$ cat src/rtl/hazard_pkg.sv
// rtl/hazard_pkg.sv - shared types and constants for the hazard/forwarding unit
//
// Contents:
//   fwd_sel_t : EX operand mux select (register file, MEM/WB, EX/MEM, long-latency)
//   REG_ZERO  : architectural x0 index, never tracked and never forwarded
package hazard_pkg;

    typedef enum logic [1:0] {
        FWD_RF    = 2'b00,
        FWD_MEMWB = 2'b01,
        FWD_EXMEM = 2'b10,
        FWD_LL    = 2'b11
    } fwd_sel_t;

    localparam int unsigned REG_ZERO = 0;

endpackage

$ cat src/rtl/hazard_scoreboard.sv
// rtl/hazard_scoreboard.sv - pending-register scoreboard for long-latency destinations
//
// Parameters:
//   REG_AW  : register address width, 2**REG_AW tracked registers
//   NUM_RD  : number of pending-lookup ports
// Ports:
//   clk_i, rst_n_i : clock, asynchronous active-low reset
//   set_en_i/set_rd_i : mark a destination as in flight (x0 ignored)
//   clr_en_i/clr_rd_i : long-latency writeback releasing a destination
//   rd_addr_i      : packed lookup addresses, port k at [k*REG_AW +: REG_AW]
//   pend_o         : per-port pending flag, already excluding this cycle's writeback
//   busy_o         : any register in flight
module hazard_scoreboard
    import hazard_pkg::*;
#(
    parameter int REG_AW = 5,
    parameter int NUM_RD = 3
) (
    input  logic                     clk_i,
    input  logic                     rst_n_i,
    input  logic                     set_en_i,
    input  logic [REG_AW-1:0]        set_rd_i,
    input  logic                     clr_en_i,
    input  logic [REG_AW-1:0]        clr_rd_i,
    input  logic [NUM_RD*REG_AW-1:0] rd_addr_i,
    output logic [NUM_RD-1:0]        pend_o,
    output logic                     busy_o
);

    localparam int DEPTH = 1 << REG_AW;
    localparam logic [REG_AW-1:0] RZ = REG_AW'(REG_ZERO);

    logic [DEPTH-1:0] sb_q;
    logic [DEPTH-1:0] sb_d;
    logic [DEPTH-1:0] set_vec;
    logic [DEPTH-1:0] clr_vec;

    // Set is applied after clear so a re-issue to a register that is being
    // written back in the same cycle stays tracked for the new producer.
    always_comb begin
        set_vec = '0;
        clr_vec = '0;
        if (set_en_i && (set_rd_i != RZ)) begin
            set_vec[set_rd_i] = 1'b1;
        end
        if (clr_en_i) begin
            clr_vec[clr_rd_i] = 1'b1;
        end
        sb_d = (sb_q & ~clr_vec) | set_vec;
    end

    always_ff @(posedge clk_i or negedge rst_n_i) begin
        if (!rst_n_i) begin
            sb_q <= '0;
        end else begin
            sb_q <= sb_d;
        end
    end

    // Same-cycle release: a writeback this cycle already un-blocks its readers.
    for (genvar k = 0; k < NUM_RD; k++) begin : g_pend
        logic [REG_AW-1:0] addr;
        assign addr      = rd_addr_i[k*REG_AW +: REG_AW];
        assign pend_o[k] = sb_q[addr] && !(clr_en_i && (clr_rd_i == addr));
    end

    assign busy_o = |sb_q;

endmodule

$ cat src/rtl/hazard_forward_unit.sv
// rtl/hazard_forward_unit.sv - EX operand forwarding and ID-stage hazard stall generation
//
// Parameters:
//   NUM_SRC : source operands per instruction (1..3)
//   REG_AW  : register address width
//   CNT_W   : stall performance counter width
// Ports:
//   clk_i, rst_n_i          : clock, asynchronous active-low reset
//   if_id_rs_i, id_regwrite_i, id_rd_i, ll_issue_i : ID-stage instruction
//   id_ex_rs_i, id_ex_memread_i, id_ex_rd_i        : EX-stage instruction
//   ex_mem_*, mem_wb_*      : later-stage writeback candidates
//   ll_wb_valid_i/ll_wb_rd_i: long-latency unit writeback
//   perf_clr_i              : clear stall counter
//   fwd_sel_o               : per-operand select, operand k at [2k +: 2]
//   stall_o                 : hold PC and IF/ID, bubble ID/EX
//   ll_busy_o               : long-latency result outstanding
//   stall_cnt_o             : saturating stalled-cycle count
module hazard_forward_unit
    import hazard_pkg::*;
#(
    parameter int NUM_SRC = 2,
    parameter int REG_AW  = 5,
    parameter int CNT_W   = 16
) (
    input  logic                      clk_i,
    input  logic                      rst_n_i,
    input  logic [NUM_SRC*REG_AW-1:0] if_id_rs_i,
    input  logic                      id_regwrite_i,
    input  logic [REG_AW-1:0]         id_rd_i,
    input  logic [NUM_SRC*REG_AW-1:0] id_ex_rs_i,
    input  logic                      id_ex_memread_i,
    input  logic [REG_AW-1:0]         id_ex_rd_i,
    input  logic                      ex_mem_regwrite_i,
    input  logic [REG_AW-1:0]         ex_mem_rd_i,
    input  logic                      mem_wb_regwrite_i,
    input  logic [REG_AW-1:0]         mem_wb_rd_i,
    input  logic                      ll_issue_i,
    input  logic                      ll_wb_valid_i,
    input  logic [REG_AW-1:0]         ll_wb_rd_i,
    input  logic                      perf_clr_i,
    output logic [2*NUM_SRC-1:0]      fwd_sel_o,
    output logic                      stall_o,
    output logic                      ll_busy_o,
    output logic [CNT_W-1:0]          stall_cnt_o
);

    localparam logic [REG_AW-1:0] RZ = REG_AW'(REG_ZERO);

    // Long-latency writeback of the previous cycle; the datapath keeps the
    // matching data register so the result can be forwarded one cycle later.
    logic              llq_valid;
    logic [REG_AW-1:0] llq_rd;

    always_ff @(posedge clk_i or negedge rst_n_i) begin
        if (!rst_n_i) begin
            llq_valid <= 1'b0;
            llq_rd    <= '0;
        end else begin
            llq_valid <= ll_wb_valid_i;
            llq_rd    <= ll_wb_rd_i;
        end
    end

    // Forward muxes: youngest producer wins, long-latency result last.
    for (genvar k = 0; k < NUM_SRC; k++) begin : g_fwd
        logic [REG_AW-1:0] rs;
        fwd_sel_t          sel;

        assign rs = id_ex_rs_i[k*REG_AW +: REG_AW];

        always_comb begin
            sel = FWD_RF;
            if (rs == RZ) begin
                sel = FWD_RF;
            end else if (ex_mem_regwrite_i && (ex_mem_rd_i == rs)) begin
                sel = FWD_EXMEM;
            end else if (mem_wb_regwrite_i && (mem_wb_rd_i == rs)) begin
                sel = FWD_MEMWB;
            end else if (llq_valid && (llq_rd == rs)) begin
                sel = FWD_LL;
            end
        end

        assign fwd_sel_o[2*k +: 2] = sel;
    end

    // Scoreboard lookups: ports 0..NUM_SRC-1 are the ID sources, the last port
    // is the ID destination for the WAW check.
    logic [NUM_SRC:0] pend;
    logic             sb_set_en;

    assign sb_set_en = ll_issue_i && !stall_o;

    hazard_scoreboard #(
        .REG_AW (REG_AW),
        .NUM_RD (NUM_SRC + 1)
    ) u_scoreboard (
        .clk_i     (clk_i),
        .rst_n_i   (rst_n_i),
        .set_en_i  (sb_set_en),
        .set_rd_i  (id_rd_i),
        .clr_en_i  (ll_wb_valid_i),
        .clr_rd_i  (ll_wb_rd_i),
        .rd_addr_i ({id_rd_i, if_id_rs_i}),
        .pend_o    (pend),
        .busy_o    (ll_busy_o)
    );

    logic [NUM_SRC-1:0] load_use_hit;
    logic [NUM_SRC-1:0] raw_hit;

    for (genvar k = 0; k < NUM_SRC; k++) begin : g_haz
        logic [REG_AW-1:0] rs;
        assign rs              = if_id_rs_i[k*REG_AW +: REG_AW];
        assign load_use_hit[k] = id_ex_memread_i && (id_ex_rd_i != RZ) && (id_ex_rd_i == rs);
        assign raw_hit[k]      = (rs != RZ) && pend[k];
    end

    logic waw_hit;
    assign waw_hit = id_regwrite_i && (id_rd_i != RZ) && pend[NUM_SRC];

    assign stall_o = (|load_use_hit) || (|raw_hit) || waw_hit;

    // Stalled-cycle counter, saturating; clear has priority over increment.
    always_ff @(posedge clk_i or negedge rst_n_i) begin
        if (!rst_n_i) begin
            stall_cnt_o <= '0;
        end else if (perf_clr_i) begin
            stall_cnt_o <= '0;
        end else if (stall_o && (stall_cnt_o != {CNT_W{1'b1}})) begin
            stall_cnt_o <= stall_cnt_o + CNT_W'(1);
        end
    end

endmodule
$ cat config.mk
export PLATFORM = sky130hd
export DESIGN_NAME = hazard_forward_unit
export DESIGN_NICKNAME = d
export VERILOG_FILES = /design/src/rtl/hazard_pkg.sv /design/src/rtl/hazard_scoreboard.sv /design/src/rtl/hazard_forward_unit.sv
export SDC_FILE = /design/constraint.sdc
export NUM_CORES = 1
export LEC_CHECK = 0
export CORE_MARGIN = 8
export CORE_UTILIZATION = 50
export CTS_CLUSTER_DIAMETER = 60
export CTS_CLUSTER_SIZE = 10
export DETAILED_ROUTE_END_ITERATION = 7
export PLACE_DENSITY = 0.84
export SYNTH_ARGS = -nofsm -noshare
export SYNTH_HDL_FRONTEND = slang
export SYNTH_SLANG_ARGS = --single-unit
$ cat constraint.sdc
create_clock -name clk_i -period 2.9 [get_ports clk_i]
set_input_delay 0.29 -clock clk_i [delete_from_list [all_inputs] [get_ports clk_i]]
set_output_delay 0.29 -clock clk_i [all_outputs]
set_load 0.005 [all_outputs]
**After elaboration in Yosys (flattened, before gate mapping)**

Cells that the tools add are included.

- Bits in registers: 54
- Latch bits: 0
- Bits in writable memories: 0
- ROM bits: 0
- Bits of input ports: 54
- Output and inout bits: 22
- Logic and storage cells: 88
- Memories: 0

- Add/sub/neg operators: 1
- Multiply operators: 0
- Divide/modulo/power cells: 0
- $lt $le $gt $ge: 6
- Equality and inequality tests: 12
- Shift operators: 0
- Multiplexer cells: 22
- Bitwise operators: 3
- Reduce and logical (&&, ||, !) cells: 40

Operators with widths:

| operator | count |
|---|---|
| $mux 32 | 2 |
| $eq 5x5->1 | 11 |
| $and 32x32->32 | 1 |
| $mux 16 | 2 |
| $not 32->32 | 1 |
| $or 32x32->32 | 1 |
| $reduce_or 32->1 | 1 |
| $logic_and 1x1->1 | 24 |
| $lt 5x6->1 const B | 4 |
| $reduce_bool 5->1 | 4 |
| $add 16x1->16 const B | 1 |
| $mux 2 | 8 |
| $ne 16x16->1 const B | 1 |
| $bmux 1 s5 | 3 |
| $demux 1 s5 | 2 |
| $ge 5x1->1 const B | 2 |
| $logic_not 5->1 | 2 |
| $mux 1 | 5 |
| $logic_not 1->1 | 4 |
| $reduce_or 2->1 | 2 |
| $logic_or 1x1->1 | 2 |
| $reduce_bool 2->1 | 1 |

**Logic depth before layout (Yosys ltp)**

- Depth in word-level cells: 13
- Gate-level depth with buffers: 11
- Gate-level depth less buffers: 8

**By module**

Synthesis repeated with hierarchy kept, for this count alone.

- Cell total of the unflattened synthesis: 427
- Area, all modules: 4160.2 µm²

Modules (own cells, without submodules):

| module | instances | cells an instance | area an instance (µm²) | seq. area each (µm²) |
|---|---|---|---|---|
| hazard_scoreboard | 1 | 241 | 2486.1 | 800.8 |
| hazard_forward_unit | 1 | 186 | 1674.1 | 550.5 |

**Least setup slack after synthesis**

OpenSTA, ideal clock, no wires.

- Path type: input -> register
- Start: in id_rd_i[0]
- End: reg u_scoreboard.sb_q[26]
- Library setup time: 0.075 ns
- Arrival: 2.604 ns
- Data required time: 2.825 ns
- Path slack: 0.221 ns
- Stages: 11
- Path buffers: 3
- Cells stage by stage: clkbuf_1 > buf_2 > mux2i_1 > o22ai_1 > nor4_1 > mux2i_1 > a221oi_2 > nand3_4 > or3b_1 > buf_6 > o21ai_2

- Cells in the longest elaborated chain, start to end: 11
- Elaborated cells between the ends (all ways): 20
- Classes of those cells: order compare (2); eq/ne (1); mux (5); bitwise (1); reduce/logical (11)

Ends and longest elaborated chain:

| element | RTL line | source |
|---|---|---|
| start: declaration | hazard_forward_unit.sv:29 | `input logic [REG_AW-1:0] id_rd_i,` |
| parallel branches: the longest is 9 deep, another holds $bmux 1 s5 | -- |  |
| $mux 32 (*) | hazard_scoreboard.sv:43 | `if (set_en_i && (set_rd_i != RZ)) begin` |
| $or 32x32->32 (*) | hazard_scoreboard.sv:49 | `sb_d = (sb_q & ~clr_vec) \| set_vec;` |
| named net u_scoreboard.sb_d[26] | hazard_scoreboard.sv:34 | `logic [DEPTH-1:0] sb_d;` |
| end signal: assignment | hazard_scoreboard.sv:54 | `sb_q <= '0;` |
| end signal: assignment | hazard_scoreboard.sv:56 | `sb_q <= sb_d;` |
| end: declaration | hazard_scoreboard.sv:33 | `logic [DEPTH-1:0] sb_q;` |

Mark *: on every way through the listed nets, which the timed path passes. The select of a mux whose other input is x is not followed.
A chain may end at the register's enable or synchronous reset.

**Worst setup path after layout**

- Start: in if_id_rs_i[1]
- End: reg u_scoreboard.sb_q[6]

- Cells in the longest elaborated chain, start to end: 13
- Elaborated cells between the ends (all ways): 19
- Classes of those cells: eq/ne (2); mux (3); bitwise (1); reduce/logical (13)

Ends and longest elaborated chain:

| element | RTL line | source |
|---|---|---|
| start: declaration | hazard_forward_unit.sv:27 | `input logic [NUM_SRC*REG_AW-1:0] if_id_rs_i,` |
| parallel branches: the longest is 6 deep, another holds $bmux 1 s5 | -- |  |
| $logic_or 1x1->1 (*) (2 in series) | hazard_forward_unit.sv:122 | `assign stall_o = (\|load_use_hit) \|\| (\|raw_hit) \|\| waw_hit;` |
| $logic_not 1->1 (*) | hazard_forward_unit.sv:92 | `assign sb_set_en = ll_issue_i && !stall_o;` |
| $logic_and 1x1->1 (*) | hazard_forward_unit.sv:92 |  |
| $logic_and 1x1->1 (*) | hazard_scoreboard.sv:43 |  |
| $mux 32 (*) | hazard_scoreboard.sv:43 |  |
| $or 32x32->32 (*) | hazard_scoreboard.sv:49 |  |
| named net u_scoreboard.sb_d[6] | hazard_scoreboard.sv:34 |  |

Marks and branches as above.

==> results.py <==
metrics = {
    "synth": {
        "fraction_of_the_yosys_area_taken_by_sequential_cells_pct": 32.97,
        "distinct_cell_type_count_after_synthesis": 49,
        "synth_nets": 485,
        "post_synth.cell_area_avg_um2": 9.532,
        "postSynth.asyncResetShare_pct": 100.0,
        "ys_seq_elements": 54,
        "synthCells": 430,
        "synth_enable_flop_cells": 0,
        "netlist_area_um2": 4099,
        "ys_warn_count": 0,
        "synth_flop_cell": "dfrtp_1",
    },
    "timing": {
        "finalSetupTns_ps": 0,
        "achievable_frequency_mhz": 348.7,
        "timing.clock.skew_ps": 13.59,
        "layout_setup_ws_ps": 32.54,
        "setup-violations-final": 0,
        "grt_setup_unrepaired": "false",
        "tightestPinTransition_ps": 722.0,
        "timing.final.crit_share_pct": 98.88,
        "finalHoldViolCount": 0,
        "max_slew_margin_pct": 51.71,
        "layout_min_cycle_time_ps": 2867,
        "maxSlewViolCount": 0,
    },
    "grt": {
        "global_route.overflow_total": 0,
        "grt_first_pass_wirelength_um": 21250,
        "grt_max_degree": 29,
        "antenna_found_initial": 0,
        "grt.total_usage_pct": 23.25,
        "number_of_global_route_vias_before_repair": 4218,
    },
    "clock_tree": {
        "clk_latency_ps": 310,
        "cts_root_buffer": "clkbuf_8",
        "clock_tree_from_tritoncts": "yes",
        "clkTransAtPathRegs_ps": 100,
        "cts.sink_count": 54,
        "cts_max_path_buffers": 2,
        "cts_buffers": 5,
        "clock_tree.htree_level_count": 2,
    },
    "final_layout": {
        "number_of_nets_in_the_finished_design": 613,
        "synthToLayoutAreaGrowth_pct": 36.32,
        "insertedDiodeCount": 0,
        "seqCellArea_um2": 1351,
        "post-route-util_pct": 69.05,
        "multi_input_area_um2": 2618,
        "fillCellCount": 609,
        "final_layout_size_suffix_gt1_share_pct": 22.90,
        "final_cells": 664,
    },
    "worst_setup_path": {
        "criticalPathCategory": "in -> reg",
        "worst-r2r-cell-count": 12,
        "flop_to_flop_setup_slack_ps": 30,
        "worst_path_required_time_ps": 3140,
        "worst-path-max-fanout": 6,
        "critical_path.cell_chain": "clkdlybuf4s50_1, buf_6, mux4_2, mux2i_1, o22a_1, a31oi_2, a211oi_4, buf_4, nand3_4, or3b_4, buf_4, o21ai_2",
        "critical-path-max-stage-delay_ps": 490,
        "endpoint_kind": "flip-flop",
        "timing.critical_path.from_type": "input port",
        "cp_data_arrival_time_ps": 3100,
        "critical_path.n_buffers_inverters": 4,
        "cp_common_cell": "buf_4",
        "slowest_stage": "clkdlybuf4s50_1",
        "worstReg2RegEnd": "u_scoreboard.sb_q[6]",
        "reg_to_reg_start": "u_scoreboard.sb_q[26]",
        "critical-path-top-delay-family": "buffers and inverters",
    },
    "placed_design": {
        "dp_hpwl_um": 10070,
        "routabilityCongestion": 0.9922,
        "placed_cells_incl_taps": 644,
        "portBuffers": 75,
        "pre_cts_ws_ps": -514.1,
    },
    "drt": {
        "drt_pre_antenna_iters": 6,
        "antenna_violating_nets_post_route": 0,
        "vias": 4119,
        "routed_len_inst_um": 20.14,
        "drt-initial-drc-count": 396,
        "vias_per_cell": 6.203,
        "post-route-drc-count": 0,
        "drt-total-wl_um": 13380,
    },
    "job": {
        "max_cap_viols": 0,
    },
    "floorplanning": {
        "core_region_area_um2": 8093,
        "core.rowCount": 33,
        "die-area_um2": 11350,
        "initial_core_util_pct": 50.65,
        "dieWidth_um": 106.5,
        "boundaryPins": 76,
        "dieHeight_um": 106.5,
    },
    "power_and_ir_drop": {
        "intPower_mw": 1.763,
        "power.combinational.fraction_pct": 44.4,
        "static-leakage-power_nw": 2.303,
        "power_density_nw_per_um2": 494.3,
        "switching_share_of_total_power_pct": 36.18,
        "power.clock.fraction_pct": 16.3,
        "power.ir.vdd_worst_uv": 362.8,
        "netSwitchingPower_mw": 0.9994,
        "power_share_of_the_sequential_group_pct": 39.4,
        "finalPower_mw": 2.762,
    },
    "run_status": {
        "run_status": "completed",
    },
    "min_path": {
        "worstHoldPathType": "in -> async",
    },
}
[cell usage in the layout (no fill, tap or decap), types with 13 or more instances in the layout]
| cell type | synthesis | layout |
|---|---|---|
| a21oi_1 | 14 | 14 |
| buf_4 | 1 | 68 |
| clkdlybuf4s50_1 | 0 | 65 |
| dfrtp_1 | 54 | 54 |
| mux2i_1 | 27 | 26 |
| mux4_2 | 11 | 13 |
| nand2_1 | 13 | 13 |
| nand3_1 | 14 | 14 |
| nor2_1 | 17 | 17 |
| nor4_1 | 19 | 19 |
| o21ai_0 | 48 | 47 |
| o31ai_1 | 19 | 19 |
| xnor2_1 | 14 | 14 |
| xor2_1 | 42 | 42 |
[cell usage after synthesis (5+ instances only)]
cell type | count | area, µm²
nor4_1 | 19 | 118.9
o31ai_1 | 19 | 142.6
dfrtp_1 | 54 | 1351
nand2_1 | 13 | 48.80
o21ai_0 | 48 | 240.2
mux2i_1 | 27 | 270.3
a21oi_1 | 14 | 70.07
nor2_1 | 17 | 63.81
nand3b_1 | 8 | 60.06
mux4_2 | 11 | 247.7
nor2b_1 | 7 | 43.79
xnor2_1 | 14 | 122.6
or4_1 | 7 | 52.55
o22ai_1 | 8 | 50.05
and3_1 | 7 | 43.79
nor3_1 | 8 | 40.04
clkbuf_1 | 17 | 63.81
a31oi_1 | 5 | 31.28
xor2_1 | 42 | 367.9
mux2_2 | 5 | 56.30
or3b_2 | 6 | 52.55
o21ai_2 | 8 | 70.07
or3_1 | 7 | 43.79
nand3_1 | 14 | 70.07
buf_2 | 7 | 35.03
[area by class of cell]
cell class                      instances  share of cell area (%)
Inverter                                3                  0.2015
Tap cell                              105                   2.351
Clock buffer                            6                   1.478
Clock inverter                          2                  0.2911
Sequential cell                        54                   24.18
Multi-Input combinational cell        343                   46.84
Timing Repair Buffer                  151                   24.65
[flip-flops by register name (all words and copies together) (netlist names)]
| register | flops |
|---|---|
| llq_rd | 5 |
| llq_valid | 1 |
| u_scoreboard.sb_q | 32 |
| stall_cnt_o | 16 |
[layer usage]
layer	up-vias	part of all wire (%)	GRT usage [%]	wire length, µm
li1	1872	-	-	-
met2	256	46	36.82	6194
met5	-	0	0	0
met3	31	9.4	5.142	1264
met1	1960	42	30.29	5583
met4	0	2.5	9.146	333
[worst reg2reg max path, delay by kind of cell (launching register included)]
kind	cells	cell delay [ps]
buffers and inverters	4	630
muxes	2	630
AOI/OAI and AO/OA	4	620
and+or+nand+nor	2	520
DFF	1	400
[how the worst max path moves through the flow]
stage,from,endpoint,slack (ps),depth (start not counted)
after floorplan,id_rd_i[0],u_scoreboard.sb_q[26],220,11
after global placement,if_id_rs_i[5],stall_o,-500,8
after detailed placement,if_id_rs_i[5],stall_o,-510,8
after CTS,id_rd_i[3],stall_cnt_o[7],6,12
after global routing,u_scoreboard.sb_q[26],u_scoreboard.sb_q[6],0.8,12
final,if_id_rs_i[1],u_scoreboard.sb_q[6],30,12
[through the flow]
step	cell area [µm²]	hold WS (ps)
3_5_place_dp	5341	330.8
4_1_cts	5563	533.7
5_1_grt	5588	540.3
3_3_place_gp	5341	332.6
6_report	5588	519.3
2_1_floorplan	4099	-5.591
[kinds of logic (layout without fill, tap and decap cells)]
family / Yosys count / in the layout / share of synthesized area (%)
and+or+nand+nor: 130 / 130 / 18.86
AOI/OAI and AO/OA: 111 / 111 / 16.91
xor gates and xnor gates: 56 / 56 / 11.97
DFF: 54 / 54 / 32.97
muxes: 45 / 45 / 15.29
buffers and inverters: 33 / 162 / 3.693
adders and majority gates: 1 / 1 / 0.3052
[timing repair]
item | CTS | global route
setup buffers | 10 | 1
endpoints found under the hold margin | 10 | 0
hold buffers | 1 | 0
gates resized for setup | 13 | 13
pin swaps | 3 | 5
gates cloned | 1 | 0
endpoints found under the setup margin | 21 | 27
[power by group through the flow]
| stage | clock network, mW | registers (mW) | logic [mW] |
|---|---|---|---|
| finish | 0.449 | 1.09 | 1.23 |
| global route | 0.485 | 1.09 | 1.32 |
| CTS | 0.451 | 1.07 | 1.19 |
| detailed placement | 0 | 1.10 | 1.09 |
| global placement | 0 | 1.09 | 1.06 |
| floorplan | 0 | 1.05 | 0.619 |
Note: power is estimated with default switching activity, not from simulation.
